--- config.mk ---
export PLATFORM = sky130hd
export DESIGN_NAME = core_seq_ctrl
export DESIGN_NICKNAME = d
export VERILOG_FILES = /design/src/rtl/core_seq_ctrl.sv
export SDC_FILE = /design/constraint.sdc
export NUM_CORES = 1
export LEC_CHECK = 0
export BUFFER_PORTS_ARGS = -buffer_cell sky130_fd_sc_hd__buf_2
export CAP_MARGIN = 40
export CORE_MARGIN = 2
export CORE_UTILIZATION = 50
export DETAILED_ROUTE_END_ITERATION = 10
export GPL_TIMING_DRIVEN = 0
export MAX_ROUTING_LAYER = met4
export PLACE_DENSITY_LB_ADDON = 0.08
export SLEW_MARGIN = 20
export SYNTH_ARGS = -nofsm -noshare
export SYNTH_HDL_FRONTEND = slang
export SYNTH_SLANG_ARGS = --single-unit
--- constraint.sdc ---
create_clock -name i_clk -period 7.01 [get_ports i_clk]
set_input_delay 2.103 -clock i_clk [delete_from_list [all_inputs] [get_ports i_clk]]
set_output_delay 2.103 -clock i_clk [all_outputs]
set_load 0.02 [all_outputs]
--- src/rtl/core_seq_ctrl.sv ---
// core_seq_ctrl: instruction sequencer for one convolution tile on the 2D core.
// Each kernel position runs weight fetch, kernel load, activation fetch, execute,
// flush and output drain, and emits one registered 35-bit inst word per cycle.
// Optional feature macro: CORE_SEQ_ACC_EN. When it is defined, every kernel position
// writes psums to the same region (p_base + o) and accumulates for kij > 0. When it is
// undefined, each kernel position gets its own psum region.
//
// state   | meaning
// IDLE    | waiting for start; default word
// W_RD    | row weight words read from xmem (l0_wr trails each read by one cycle)
// W_KL    | col cycles of kernel load from L0
// A_RD    | len_nij activation words read from xmem (same trailing l0_wr)
// EXEC    | len_nij cycles of execute from L0
// FLUSH   | row+col cycles of default word while the array empties
// DRAIN   | ofifo reads when valid; psum write one cycle after each read (OS only)
// DONE    | one-cycle done pulse, then back to IDLE
`timescale 1ns/1ps
module core_seq_ctrl #(
  parameter int row     = 8,
  parameter int col     = 8,
  parameter int len_kij = 9,
  parameter int len_nij = 36
) (
  input  logic        i_clk,
  input  logic        i_reset,
  input  logic        i_start,
  input  logic        i_mode,
  input  logic [10:0] i_w_base,
  input  logic [10:0] i_a_base,
  input  logic [10:0] i_p_base,
  input  logic        i_ofifo_valid,
  output logic [34:0] o_inst,
  output logic        o_busy,
  output logic        o_done,
  output logic [3:0]  o_kij
);

  localparam int CNT_MAX = (len_nij > row + col) ? len_nij : row + col;
  localparam int CW      = $clog2(CNT_MAX + 1);

  localparam logic [CW-1:0] W_RD_LAST  = CW'(row - 1);
  localparam logic [CW-1:0] W_KL_LAST  = CW'(col - 1);
  localparam logic [CW-1:0] NIJ_LAST   = CW'(len_nij - 1);
  localparam logic [CW-1:0] FLUSH_LAST = CW'(row + col - 1);
  localparam logic [CW-1:0] NIJ        = CW'(len_nij);
  localparam logic [3:0]    KIJ_LAST   = 4'(len_kij - 1);

  // All CEN/WEN high, every strobe low; bit 34 is replaced by the latched mode.
  localparam logic [34:0] DEFAULT_WORD = 35'h1800C0000;

  typedef enum logic [2:0] {
    S_IDLE,
    S_W_RD,
    S_W_KL,
    S_A_RD,
    S_EXEC,
    S_FLUSH,
    S_DRAIN,
    S_DONE
  } state_t;

  state_t          r_state;
  state_t          w_state_nxt;
  logic [CW-1:0]   r_cnt;
  logic [CW-1:0]   w_cnt_nxt;
  logic [CW-1:0]   r_o;
  logic [CW-1:0]   w_o_nxt;
  logic [3:0]      r_kij;
  logic [3:0]      w_kij_nxt;
  logic            r_mode;
  logic            w_mode_nxt;
  logic [10:0]     r_w_base;
  logic [10:0]     r_a_base;
  logic [10:0]     r_p_base;
  logic [10:0]     w_w_base_nxt;
  logic [10:0]     w_a_base_nxt;
  logic [10:0]     w_p_base_nxt;
  logic [34:0]     r_inst;
  logic [34:0]     w_inst_nxt;
  logic            r_busy;
  logic            r_done;

  logic            w_load;
  logic            w_rd_nxt;
  logic            w_wr_nxt;
  logic            w_rd_cur;
  logic            w_xrd_cur;
  logic [CW-1:0]   w_wr_idx;
  logic [10:0]     w_waddr;
  logic [10:0]     w_aaddr;
  logic [10:0]     w_paddr;
  logic            w_acc;

  // The word on inst this cycle tells us whether a read is in flight, which
  // drives the one-cycle-delayed l0_wr and psum write strobes.
  assign w_rd_cur  = r_inst[6];
  assign w_xrd_cur = ~r_inst[19];
  assign w_wr_idx  = r_o - CW'(1);

  // Tile configuration is captured only on an accepted start.
  assign w_load       = (r_state == S_IDLE) && i_start;
  assign w_mode_nxt   = w_load ? i_mode   : r_mode;
  assign w_w_base_nxt = w_load ? i_w_base : r_w_base;
  assign w_a_base_nxt = w_load ? i_a_base : r_a_base;
  assign w_p_base_nxt = w_load ? i_p_base : r_p_base;

  // Address sums wrap modulo 2048 by truncation to 11 bits.
  assign w_waddr = w_w_base_nxt + 11'(w_kij_nxt * row) + 11'(w_cnt_nxt);
  assign w_aaddr = r_a_base + 11'(w_cnt_nxt);

`ifdef CORE_SEQ_ACC_EN
  assign w_paddr = r_p_base + 11'(w_wr_idx);
  assign w_acc   = (r_kij != 4'd0);
`else
  assign w_paddr = r_p_base + 11'(r_kij * len_nij) + 11'(w_wr_idx);
  assign w_acc   = 1'b0;
`endif

  // Next-state, phase counter, drain counter and kernel-position sequencing.
  always_comb begin
    w_state_nxt = r_state;
    w_cnt_nxt   = r_cnt;
    w_o_nxt     = r_o;
    w_kij_nxt   = r_kij;
    w_rd_nxt    = 1'b0;
    w_wr_nxt    = 1'b0;
    case (r_state)
      S_IDLE: begin
        if (i_start) begin
          w_state_nxt = S_W_RD;
          w_cnt_nxt   = '0;
          w_o_nxt     = '0;
          w_kij_nxt   = '0;
        end
      end
      S_W_RD: begin
        if (r_cnt == W_RD_LAST) begin
          w_state_nxt = S_W_KL;
          w_cnt_nxt   = '0;
        end else begin
          w_cnt_nxt = r_cnt + CW'(1);
        end
      end
      S_W_KL: begin
        if (r_cnt == W_KL_LAST) begin
          w_state_nxt = S_A_RD;
          w_cnt_nxt   = '0;
        end else begin
          w_cnt_nxt = r_cnt + CW'(1);
        end
      end
      S_A_RD: begin
        if (r_cnt == NIJ_LAST) begin
          w_state_nxt = S_EXEC;
          w_cnt_nxt   = '0;
        end else begin
          w_cnt_nxt = r_cnt + CW'(1);
        end
      end
      S_EXEC: begin
        if (r_cnt == NIJ_LAST) begin
          w_state_nxt = S_FLUSH;
          w_cnt_nxt   = '0;
        end else begin
          w_cnt_nxt = r_cnt + CW'(1);
        end
      end
      S_FLUSH: begin
        if (r_cnt == FLUSH_LAST) begin
          w_state_nxt = S_DRAIN;
          w_cnt_nxt   = '0;
          w_rd_nxt    = i_ofifo_valid;
          w_o_nxt     = i_ofifo_valid ? CW'(1) : '0;
        end else begin
          w_cnt_nxt = r_cnt + CW'(1);
        end
      end
      S_DRAIN: begin
        // r_o counts reads already issued; the write for the read now on inst
        // goes out with the next word.
        w_wr_nxt = w_rd_cur & r_mode;
        if ((r_o == NIJ) && !w_rd_cur) begin
          w_cnt_nxt = '0;
          w_o_nxt   = '0;
          if (r_kij == KIJ_LAST) begin
            w_state_nxt = S_DONE;
          end else begin
            w_kij_nxt   = r_kij + 4'd1;
            w_state_nxt = S_W_RD;
          end
        end else if (i_ofifo_valid && (r_o < NIJ)) begin
          w_rd_nxt = 1'b1;
          w_o_nxt  = r_o + CW'(1);
        end
      end
      S_DONE: begin
        w_state_nxt = S_IDLE;
      end
      default: begin
        w_state_nxt = S_IDLE;
      end
    endcase
  end

  // Build the instruction word for the cycle we are about to enter.
  always_comb begin
    w_inst_nxt     = DEFAULT_WORD;
    w_inst_nxt[34] = w_mode_nxt;
    w_inst_nxt[2]  = w_xrd_cur;
    case (w_state_nxt)
      S_W_RD: begin
        w_inst_nxt[19]   = 1'b0;
        w_inst_nxt[17:7] = w_waddr;
      end
      S_W_KL: begin
        w_inst_nxt[3] = 1'b1;
        w_inst_nxt[0] = 1'b1;
      end
      S_A_RD: begin
        w_inst_nxt[19]   = 1'b0;
        w_inst_nxt[17:7] = w_aaddr;
      end
      S_EXEC: begin
        w_inst_nxt[3] = 1'b1;
        w_inst_nxt[1] = 1'b1;
      end
      S_DRAIN: begin
        w_inst_nxt[6] = w_rd_nxt;
        if (w_wr_nxt) begin
          w_inst_nxt[33]    = w_acc;
          w_inst_nxt[32]    = 1'b0;
          w_inst_nxt[31]    = 1'b0;
          w_inst_nxt[30:20] = w_paddr;
        end
      end
      default: begin
      end
    endcase
  end

  // State, counters, latched configuration and the registered outputs.
  always_ff @(posedge i_clk or posedge i_reset) begin
    if (i_reset) begin
      r_state  <= S_IDLE;
      r_cnt    <= '0;
      r_o      <= '0;
      r_kij    <= '0;
      r_mode   <= 1'b0;
      r_w_base <= '0;
      r_a_base <= '0;
      r_p_base <= '0;
      r_inst   <= DEFAULT_WORD;
      r_busy   <= 1'b0;
      r_done   <= 1'b0;
    end else begin
      r_state  <= w_state_nxt;
      r_cnt    <= w_cnt_nxt;
      r_o      <= w_o_nxt;
      r_kij    <= w_kij_nxt;
      r_mode   <= w_mode_nxt;
      r_w_base <= w_w_base_nxt;
      r_a_base <= w_a_base_nxt;
      r_p_base <= w_p_base_nxt;
      r_inst   <= w_inst_nxt;
      r_busy   <= (w_state_nxt != S_IDLE) && (w_state_nxt != S_DONE);
      r_done   <= (w_state_nxt == S_DONE);
    end
  end

  assign o_inst = r_inst;
  assign o_busy = r_busy;
  assign o_done = r_done;
  assign o_kij  = r_kij;

endmodule
* Yosys cells after proc, flatten, opt, wreduce, memory -nomap -nowiden
Index checks and enable logic that the tools add are counted.
Cells by class: bitwise logic cells 2, reductions and logical operators 13, add/subtract/negate cells 9, multiply operators 1, magnitude comparators 1, muxes and demuxes 40, shifts and indexed selects 0, divide/modulo/power cells 0, equality and inequality tests 22
Operators with widths (number):
- 6-bit two-way mux | 9
- 11-bit by 6-bit adder with 11-bit output | 3
- 6-bit case mux with 5 select lines | 1
- 13-bit two-way mux | 2
- 3-bit two-way mux | 8
- 3-bit case mux with 8 select lines | 1
- 11-bit case mux with 2 select lines | 1
- 3-bit == test, second input constant | 7
- 6-bit case mux with 3 select lines | 1
- 6-bit by 1-bit adder with 6-bit output, second input constant | 2
- 3-bit by 2-bit == test with 1-bit output, second input constant | 4
- 6-bit == test, second input constant | 2
- 4-bit two-way mux | 3
- 11-bit by 10-bit adder with 11-bit output | 1
- 11-bit by 7-bit adder with 11-bit output | 1
- 1-bit two-way mux | 11
- 11-bit two-way mux | 1
- 4-bit by 4-bit multiplier with 8-bit output, second input constant | 1
- 4-bit case mux with 2 select lines | 1
- 2-bit OR reduction | 4
- 3-bit by 1-bit == test with 1-bit output, second input constant | 2
- 6-bit by 3-bit == test with 1-bit output, second input constant | 1
- 6-bit by 4-bit == test with 1-bit output, second input constant | 1
- 6-bit < comparator, second input constant | 1
- other kinds (13) | 19
Storage, ports and cells: latch bits 0, register bits after elaboration 87, bits of input ports 38, ROM bits 0, memories 0, memory bits (writable) 0, output and inout bits 41

* Depth between registers and ports, before layout
Gate-level depths: netlist of the first run.
depth in word-level cells 7, mapped depth 17, gate-level depth less buffers 16

* Least setup slack after synthesis of the first run
OpenSTA, ideal clock, no wires.
path type input -> register, start point input port i_start, end point register r_inst[17] (netlist: o_inst[17]), path buffers 2, setup slack 1.873 ns, required time 6.869 ns, stages on the path 11, library setup time 0.141 ns, arrival time 4.996 ns, cells stage by stage nor4b_4 > buf_2 > buf_2 > mux2_2 > fa_1 > ha_1 > a21oi_1 > o21ai_0 > o21a_1 > o41ai_1 > o32ai_2
On the way: cells in the longest elaborated chain, start to end 5, elaborated cells on any way between the ends 14
RTL lines:
- start: declaration | RTL line 26 | input logic i_start,
- 1-bit logical AND | RTL line 101 | assign w_load = (r_state == S_IDLE) && i_start;
- 11-bit two-way mux | RTL line 103 | assign w_w_base_nxt = w_load ? i_w_base : r_w_base;
- net w_w_base_nxt[4] | RTL line 75 | logic [10:0] w_w_base_nxt;
- 11-bit by 7-bit adder with 11-bit output | RTL line 108 | assign w_waddr = w_w_base_nxt + 11'(w_kij_nxt * row) + 11'(w_cnt_nxt);
- 11-bit by 6-bit adder with 11-bit output | RTL line 108
- 11-bit case mux with 2 select lines | RTL line 210 | case (w_state_nxt)
- net w_inst_nxt[17] | RTL line 79 | logic [34:0] w_inst_nxt;
- end signal: assignment | RTL line 264 | r_inst <= w_inst_nxt;
- end: declaration | RTL line 78 | logic [34:0] r_inst;
The timed path passes the listed nets, and every way through them passes these cells. A chain may end at the register's enable or synchronous reset.

* Worst setup path in the final report of the first run
Same ends and word-level chain as after synthesis.

==> results by group, run 1 <==
Outcome
  – Status: completed

Die
  – Die Footprint: 11300 um^2
  – Die height: about 110 um
  – Top Ports: 79
  – Chip width: ~110 um
  – Num rows: 37
  – CORE AREA: 10200 um^2
  – Initial core utilization: a little over 50%

Worst setup path
  – Crit Reg-Reg Endpoint: o_inst[17]$_DFF_PP0_
  – CP Launch Point: i_start
  – WS Path Type: input pin to register
  – Max incr delay on CP: between 0.4 and 0.5 ns
  – Worst-case reg-to-reg path depth: 12
  – Delay-heaviest family, CP: compound AO/OA/AOI/OAI gates
  – WP data required: 7.23 ns
  – Most frequent CP cell: buf_2
  – Crit path capture type: register
  – CP bufs+invs: 3
  – Highest-delay cell along the critical path: nor4b_4
  – Maximum fanout along the worst path: 10
  – R2R Path Start: r_state[0]$_DFF_PP0_
  – Cell Chain, Critical Path: buf_2 -> nor4b_4 -> buf_2 -> buf_2 -> mux2_2 -> fa_1 -> ha_1 -> a21oi_1 -> o21ai_0 -> o21a_1 -> o41ai_1 -> o32ai_2
  – Crit path DAT: approximately 5.7 ns
  – R2R Setup Slk: roughly 2.7 ns
  – Worst Setup Start Kind: input pin

Yosys
  – Mapped Area: 5220 um^2
  – Simple-Gate Fraction of Synth Area: a little over an eighth
  – Post-Synth XOR/XNOR Area: ~4.5%
  – Ys async rst share: between 90% and 100%
  – Mux share of post-synthesis cell area: between 7 and 8%
  – Compound-Gate Fraction of Synth Area: between 15 and 20%
  – Largest family of logic cells by synthesized area: compound AO/OA/AOI/OAI gates
  – Adder-cell share of the synthesized area: between 10 and 15%
  – EDFF count, synth: 0
  – Sequential cell area fraction in the yosys report: between 40% and 50%
  – Commonest register cell after synthesis: dfrtp_1
  – Post-synth cell types: 66
  – Post-Syn Instances: 500
  – Number of synthesized register bits: 84
  – Yosys warns: 0
  – Syn avg cell area: between 10 and 15 um^2

Timing
  – RSZ-0062 raised after global routing: false
  – F_max: around 180 MHz
  – Final-report setup violation count: 0
  – Final Max Slew Viols: 0
  – Tcrit/Tclk final: 78.6%
  – Slew Limit Headroom: between 60% and 70%
  – Final worst slack: roughly 1.5 ns
  – Worst-margin pin slew: between 0.5 and 0.6 ns
  – Clk_skew: between 0.008 and 0.009 ns
  – Final setup TNS: 0 ns
  – Hold_ws: around 0.44 ns
  – Endpoints failing hold: 0
  – Final min period: roughly 5.5 ns

Global routing
  – Initial antenna violation count: 0
  – Gr usage total: 21.6%
  – Vias in the first global route: around 4000
  – First-pass GRT wire length: about 19000 um
  – Maximum number of pins on one net before global-route repair: 54
  – GRT overflow: 0

Placed design
  – RePlAce Congestion: slightly below 0.9
  – # placed instances: 713
  – Port Buf Inserts: between 70 and 80
  – Placed cell areas: around 5800 um^2
  – Place WS: ~1.1 ns
  – Detailed Place HPWL: between 8000 and 9000 um

Layout
  – Layout Utilization: 58.6%
  – Multi-input gate area: around 2800 um^2
  – Reg area: 2100 um^2
  – Cell Count, Final, Fillers Out: 728
  – Most frequent cells in the layout: 84 x buf_2, 82 x dfrtp_1, 42 x ha_1
  – Final antenna diode count: 0
  – Share of post-route cells with drive strength above 1: 25.5%
  – Filler instances: 919
  – Area grow syn2layout: 15.0%
  – Area of all placed cells without fillers: roughly 6000 um^2
  – Most common cell after layout, fill and taps aside: buf_2
  – Number of nets in the layout: just under 700

Route
  – Initial drt markers: 194
  – Drt first pass iters: 4
  – Avg WL per Cell: 15.1 um
  – DR DRC count: 0
  – Post-DRT Antenna Nets: 0
  – Vias: approximately 3900
  – Post-Route WL: roughly 11000 um
  – Vias per cell: around 5.4

Hold path
  – HP Class: register to register
  – Hold Startpoint: o_inst[19]$_DFF_PP1_
  – Worst Hold End: o_inst[2]$_DFF_PP0_
  – Hold depth: 1

Clock tree
  – Hold_buf cts: 0
  – Clk sinks: 84
  – Worst-path clk slew: about 0.08 ns
  – TritonCTS Buffers: 9
  – Worst-Skew Late Latency: ~0.36 ns
  – Root Driver: clkbuf_8
  – H-Tree Depth: 3
  – CTS tree: built
  – Setup Buffers After CTS: 0
  – Deepest clock path buffer count: 2
  – Resize count post-CTS: 0

Pwr
  – Maximum vdd drop: roughly 0.0001 V
  – Power per cell area: around 170 nW/um^2
  – Leak: approximately 3.0 nW
  – Total power: 1.03 mW

Run
  – Max-cap violation count: 0
flip-flops by register name, summed over array words and instances (netlist names):
signal    cells
r_w_base     11
r_state       3
o_inst       30
o_busy        1
o_done        1
r_cnt         6
o_kij         4
r_o           6
r_a_base     11
r_p_base     11
cell families after synthesis:
kind of cell	after synthesis
XOR/XNOR	27
buffers and inverters	62
adder cells (fa/ha/maj)	52
multiplexers	33
other	2
AND/OR/NAND/NOR	131
flip-flops	84
AO/OA/AOI/OAI	109
cells in the mapped netlist, types with 9 or more instances:
cell type	instances	share of area, %
dfrtp_1	82	39
ha_1	42	10
inv_1	38	2.7
nor2_1	33	2.4
mux2_2	28	6.0
o21ai_0	27	2.6
nand2_1	22	1.6
nand3_1	17	1.6
xnor2_1	14	2.4
a21oi_1	13	1.2
xor2_1	13	2.2
nor3_1	12	1.2
buf_2	10	0.96
fa_1	10	3.8
a21o_1	9	1.3
nor2b_1	9	1.1
o21a_1	9	1.3
o22ai_1	9	1.1
metal layers:
| metal | wire length [um] | global-route usage, % | vias to the layer above |
|---|---|---|---|
| li1 | - | - | 1938 |
| met1 | 5100 | 27.4 | 1867 |
| met2 | 5320 | 35.3 | 72 |
| met3 | 309 | 2.82 | 19 |
| met4 | 227 | 8.83 | 0 |
| met5 | 0 | - | - |
final cells by class:
class	count	area share (%)
timing repair buffer	75	6.63
buffer	23	2.21
multi-input combinational	356	47.3
clock inverter	5	1.29
sequential	84	35.1
tap	136	2.84
clock buffer	10	2.13
inverter	39	2.48
how the worst max path moves through the flow:
| stage | endpoint | slack [ns] | depth (start not counted) |
|---|---|---|---|
| after detailed placement | o_inst[17]$_DFF_PP0_ | 1.11 | 12 |
| final | o_inst[17]$_DFF_PP0_ | 1.50 | 12 |
| after global placement | o_inst[17]$_DFF_PP0_ | 1.16 | 12 |
| after floorplan | o_inst[17]$_DFF_PP0_ | 1.87 | 11 |
| after global routing | o_inst[17]$_DFF_PP0_ | 1.35 | 12 |
| after CTS | o_inst[17]$_DFF_PP0_ | 1.50 | 12 |
where the power goes:
group / internal [mW] / switching (mW) / total, mW
Clock: 0.198 / 0.171 / 0.368
Sequential: 0.502 / 0.00848 / 0.511
Combinational: 0.0645 / 0.0815 / 0.146
No activity file was read; power rests on OpenSTA's default activity.
==> run 2, diff against run 1 <==
--- a/config.mk
+++ b/config.mk
@@ -5,6 +5,7 @@
 export SDC_FILE = /design/constraint.sdc
 export NUM_CORES = 1
 export LEC_CHECK = 0
+export ABC_AREA = 1
 export BUFFER_PORTS_ARGS = -buffer_cell sky130_fd_sc_hd__buf_2
 export CAP_MARGIN = 40
 export CORE_MARGIN = 2
==> constraint.sdc (replaced) <==
create_clock -name i_clk -period 5.1 [get_ports i_clk]
set_input_delay 1.53 -clock i_clk [delete_from_list [all_inputs] [get_ports i_clk]]
set_output_delay 1.53 -clock i_clk [all_outputs]
set_load 0.02 [all_outputs]
==> run 2 against run 1 <==
  * Combinational power rose to 12 times the previous value
  * Worst hold slack better by 0.0085 ns
  * Highest routed layer unchanged
  * Critical path type unchanged
  * Sequential power up 92%
  * Final cell count up 22%
  * Die area up 0.51%
==> results by group, run 2 <==
Run
  – Max-cap violation count: 0 (unchanged)

Layout
  – Most common cell after layout, fill and taps aside: nand2_1 (was buf_2)
  – Share of post-route cells with drive strength above 1: 16.7% (was 25.5%)
  – Final antenna diode count: 0 (unchanged)
  – Number of nets in the layout: 839 (was 678)
  – Multi-input gate area: 2690 um^2 (was 2840 um^2)
  – Most frequent cells in the layout: 205 x nand2_1, 89 x inv_1, 82 x dfrtp_1 (was 84 x buf_2, 82 x dfrtp_1, 42 x ha_1)
  – Filler instances: 1008 (was 919)
  – Area grow syn2layout: 14.2% (was 15.0%)
  – Reg area: 2100 um^2 (unchanged)
  – Max reg flops: 30 (unchanged)

Clock tree
  – H-Tree Depth: 3 (unchanged)
  – CTS tree: built (unchanged)
  – Worst-path clk slew: 0.09 ns (was 0.08 ns)
  – Deepest clock path buffer count: 2 (unchanged)
  – Hold_buf cts: 0 (unchanged)
  – Resize count post-CTS: 0 (unchanged)
  – Worst-Skew Late Latency: 0.38 ns (was 0.36 ns)
  – Setup Buffers After CTS: 0 (unchanged)
  – Clk sinks: 84 (unchanged)
  – TritonCTS Buffers: 9 (unchanged)
  – Root Driver: clkbuf_8 (unchanged)

Global routing
  – First-pass GRT wire length: 19100 um (was 18700 um)
  – Gr usage total: 22.5% (was 21.6%)
  – GRT overflow: 0 (unchanged)
  – Initial antenna violation count: 0 (unchanged)
  – Vias in the first global route: 4039 (was 3980)
  – Maximum number of pins on one net before global-route repair: 52 (was 54)

Outcome
  – Status: completed (unchanged)

Yosys
  – Largest area contributor in the netlist: dfrtp_1 (unchanged)
  – Commonest register cell after synthesis: dfrtp_1 (unchanged)
  – Post-synth top area share: 39.1% (was 39.3%)
  – Post-Syn Instances: 661 (was 500)
  – Number of synthesized register bits: 84 (unchanged)
  – Mapped Area: 5240 um^2 (was 5220 um^2)
  – Sequential cell area fraction in the yosys report: 40.1% (was 40.3%)
  – Syn avg cell area: 7.93 um^2 (was 10.4 um^2)
  – Most frequent cell after synthesis: nand2_1 (was dfrtp_1)
  – EDFF count, synth: 0 (unchanged)
  – Commonest cells post-synth: 205 x nand2_1, 90 x inv_1, 82 x dfrtp_1 (was 82 x dfrtp_1, 42 x ha_1, 38 x inv_1)
  – Post-synth cell types: 36 (was 66)
  – Synth area leaders: dfrtp_1 39%, nand2_1 15%, ha_1 10% (was dfrtp_1 39%, ha_1 10%, mux2_2 6.0%)
  – Ys async rst share: 100% (unchanged)
  – Yosys warns: 0 (unchanged)

Route
  – Initial drt markers: 187 (was 194)
  – Avg WL per Cell: 13.0 um (was 15.1 um)
  – Post-Route WL: 11500 um (was 11000 um)
  – Drt first pass iters: 5 (was 4)
  – Vias per cell: 4.94 (was 5.35)
  – Vias: 4398 (was 3896)
  – Post-DRT Antenna Nets: 0 (unchanged)
  – DR DRC count: 0 (unchanged)

Worst setup path
  – Crit Reg-Reg Endpoint: o_inst[17]$_DFF_PP0_ (unchanged)
  – Crit path DAT: 4.51 ns (was 5.72 ns)
  – Worst-case reg-to-reg path depth: 23 (was 12)
  – R2R Path Start: r_o[0]$_DFFE_PP0P_ (was r_state[0]$_DFF_PP0_)
  – Maximum fanout along the worst path: 5 (was 10)
  – WP data required: 5.37 ns (was 7.23 ns)
  – Crit path capture type: register (unchanged)
  – Worst Setup Start Kind: input pin (unchanged)
  – R2R Setup Slk: 1.24 ns (was 2.71 ns)
  – WS Path Type: input pin to register (unchanged)

Die
  – Chip width: 106 um (about the same)
  – Die Footprint: 11300 um^2 (about the same)
  – Num rows: 37 (unchanged)
  – Die height: 106 um (about the same)
  – CORE AREA: 10200 um^2 (unchanged)
  – Top Ports: 79 (unchanged)
  – Initial core utilization: 51.3% (was 51.0%)

Hold path
  – Worst Hold End: o_inst[2]$_DFF_PP0_ (unchanged)
  – Hold Startpoint: o_inst[19]$_DFF_PP1_ (unchanged)
  – Hold depth: 1 (unchanged)
  – HP Class: register to register (unchanged)

Timing
  – Hold_ws: 0.444 ns (was 0.436 ns)
  – Final setup TNS: 0 ns (unchanged)
  – Slew Limit Headroom: 53.5% (was 61.8%)
  – Worst-margin pin slew: 0.690 ns (was 0.571 ns)
  – Final-report setup violation count: 0 (unchanged)
  – RSZ-0062 raised after global routing: false (unchanged)
  – Clk_skew: 0.0107 ns (was 0.00861 ns)
  – F_max: 236 MHz
  – Final Max Slew Viols: 0 (unchanged)
  – Tcrit/Tclk final: a little over four fifths
  – Endpoints failing hold: 0 (unchanged)
  – Final min period: about 4.2 ns

Placed design
  – Port Buf Inserts: 74 (unchanged)
  – Detailed Place HPWL: 9150 um (was 8510 um)
  – RePlAce Congestion: 0.874 (was 0.868)

Pwr
  – Leak: 3.49 nW (was 2.96 nW)
  – Maximum vdd drop: 0.000276 V (was 0.000100 V)
  – Power per cell area: 526 nW/um^2 (was 171 nW/um^2)
run 2: cell types whose count changed in the layout (fill, tap and decap cells not counted), moves of 9 or more:
cell     change
nand2_1    +183
o21a_1       -9
nor2b_1      -9
mux2_2      -28
nand3_1     +33
inv_1       +52
run 2: worst max-delay path by stage:
stage                  from                   end  slack [ns]
floorplan           i_start  o_inst[13]$_DFF_PP0_        1.28
global placement    i_reset  o_inst[17]$_DFF_PP0_        0.46
detailed placement  i_start  o_inst[17]$_DFF_PP0_        0.51
CTS                 i_start  o_inst[17]$_DFF_PP0_        0.90
global route        i_start  o_inst[17]$_DFF_PP0_        0.58
finish              i_start  o_inst[17]$_DFF_PP0_        0.86
run 2: logic make-up after synthesis:
family | count (synthesis) | synth area share (%)
xor+xnor | 24 | 4.01
compound gates | 68 | 7.11
buf+inv | 111 | 8.73
other cells | 2 | 0.143
flops | 84 | 40.1
fa+ha+maj | 52 | 13.8
simple gates | 320 | 26.0
run 2: metrics by stage:
step / setup WS [ns] / power (mW) / util [%] / instance area [um^2] / instances
CTS: 0.897 / 3.18 / 58.6 / 5990 / 890
finish: 0.856 / 3.15 / 58.6 / 5990 / 890
detailed placement: 0.508 / 2.73 / 56.9 / 5820 / 874
floorplan: 1.28 / 2.31 / - / 5250 / 663
global route: 0.583 / 3.48 / 58.6 / 5990 / 890
global placement: 0.462 / 2.70 / 56.6 / 5790 / 873
run 2: routing by layer:
metal	GRT usage (%)	vias to the layer above	part of all wire, %
met5	-	-	0
met4	6.49	0	1.3
met3	5.58	10	4.1
met2	38.8	98	50
met1	26.3	2036	45
li1	-	2254	-
run 2: layout make-up:
| type | instances | area share (%) |
|---|---|---|
| plain buffers | 17 | 1.73 |
| clock buffers | 11 | 2.36 |
| clock inverters | 5 | 0.459 |
| inverters | 94 | 5.95 |
| multi-input cells | 468 | 44.9 |
| flip-flops and latches | 84 | 35.1 |
| well taps | 136 | 2.84 |
| repair buffers | 75 | 6.64 |
run 2: report_power, final:
part | internal (mW) | total [mW] | switching [mW]
clock | 0.187 | 0.426 | 0.239
sequential | 0.877 | 0.983 | 0.106
combinational | 0.637 | 1.74 | 1.10
total | 1.70 | 3.15 | 1.45
run 2: critical path: stages:
cell and delay [ns]:
buf_2 0.11, inv_1 0.07, nand2_1 0.16, nand2_1 0.16, nor2_1 0.09, o21ai_0 0.55
inv_1 0.14, fa_1 0.54, inv_1 0.04, ha_1 0.34, a21oi_1 0.14, nand2_1 0.11
nand3_1 0.09, nand2_1 0.10, nand3_1 0.09, nand2_1 0.05, nand2_1 0.05, inv_1 0.04
nand2_1 0.06, nand2_1 0.05
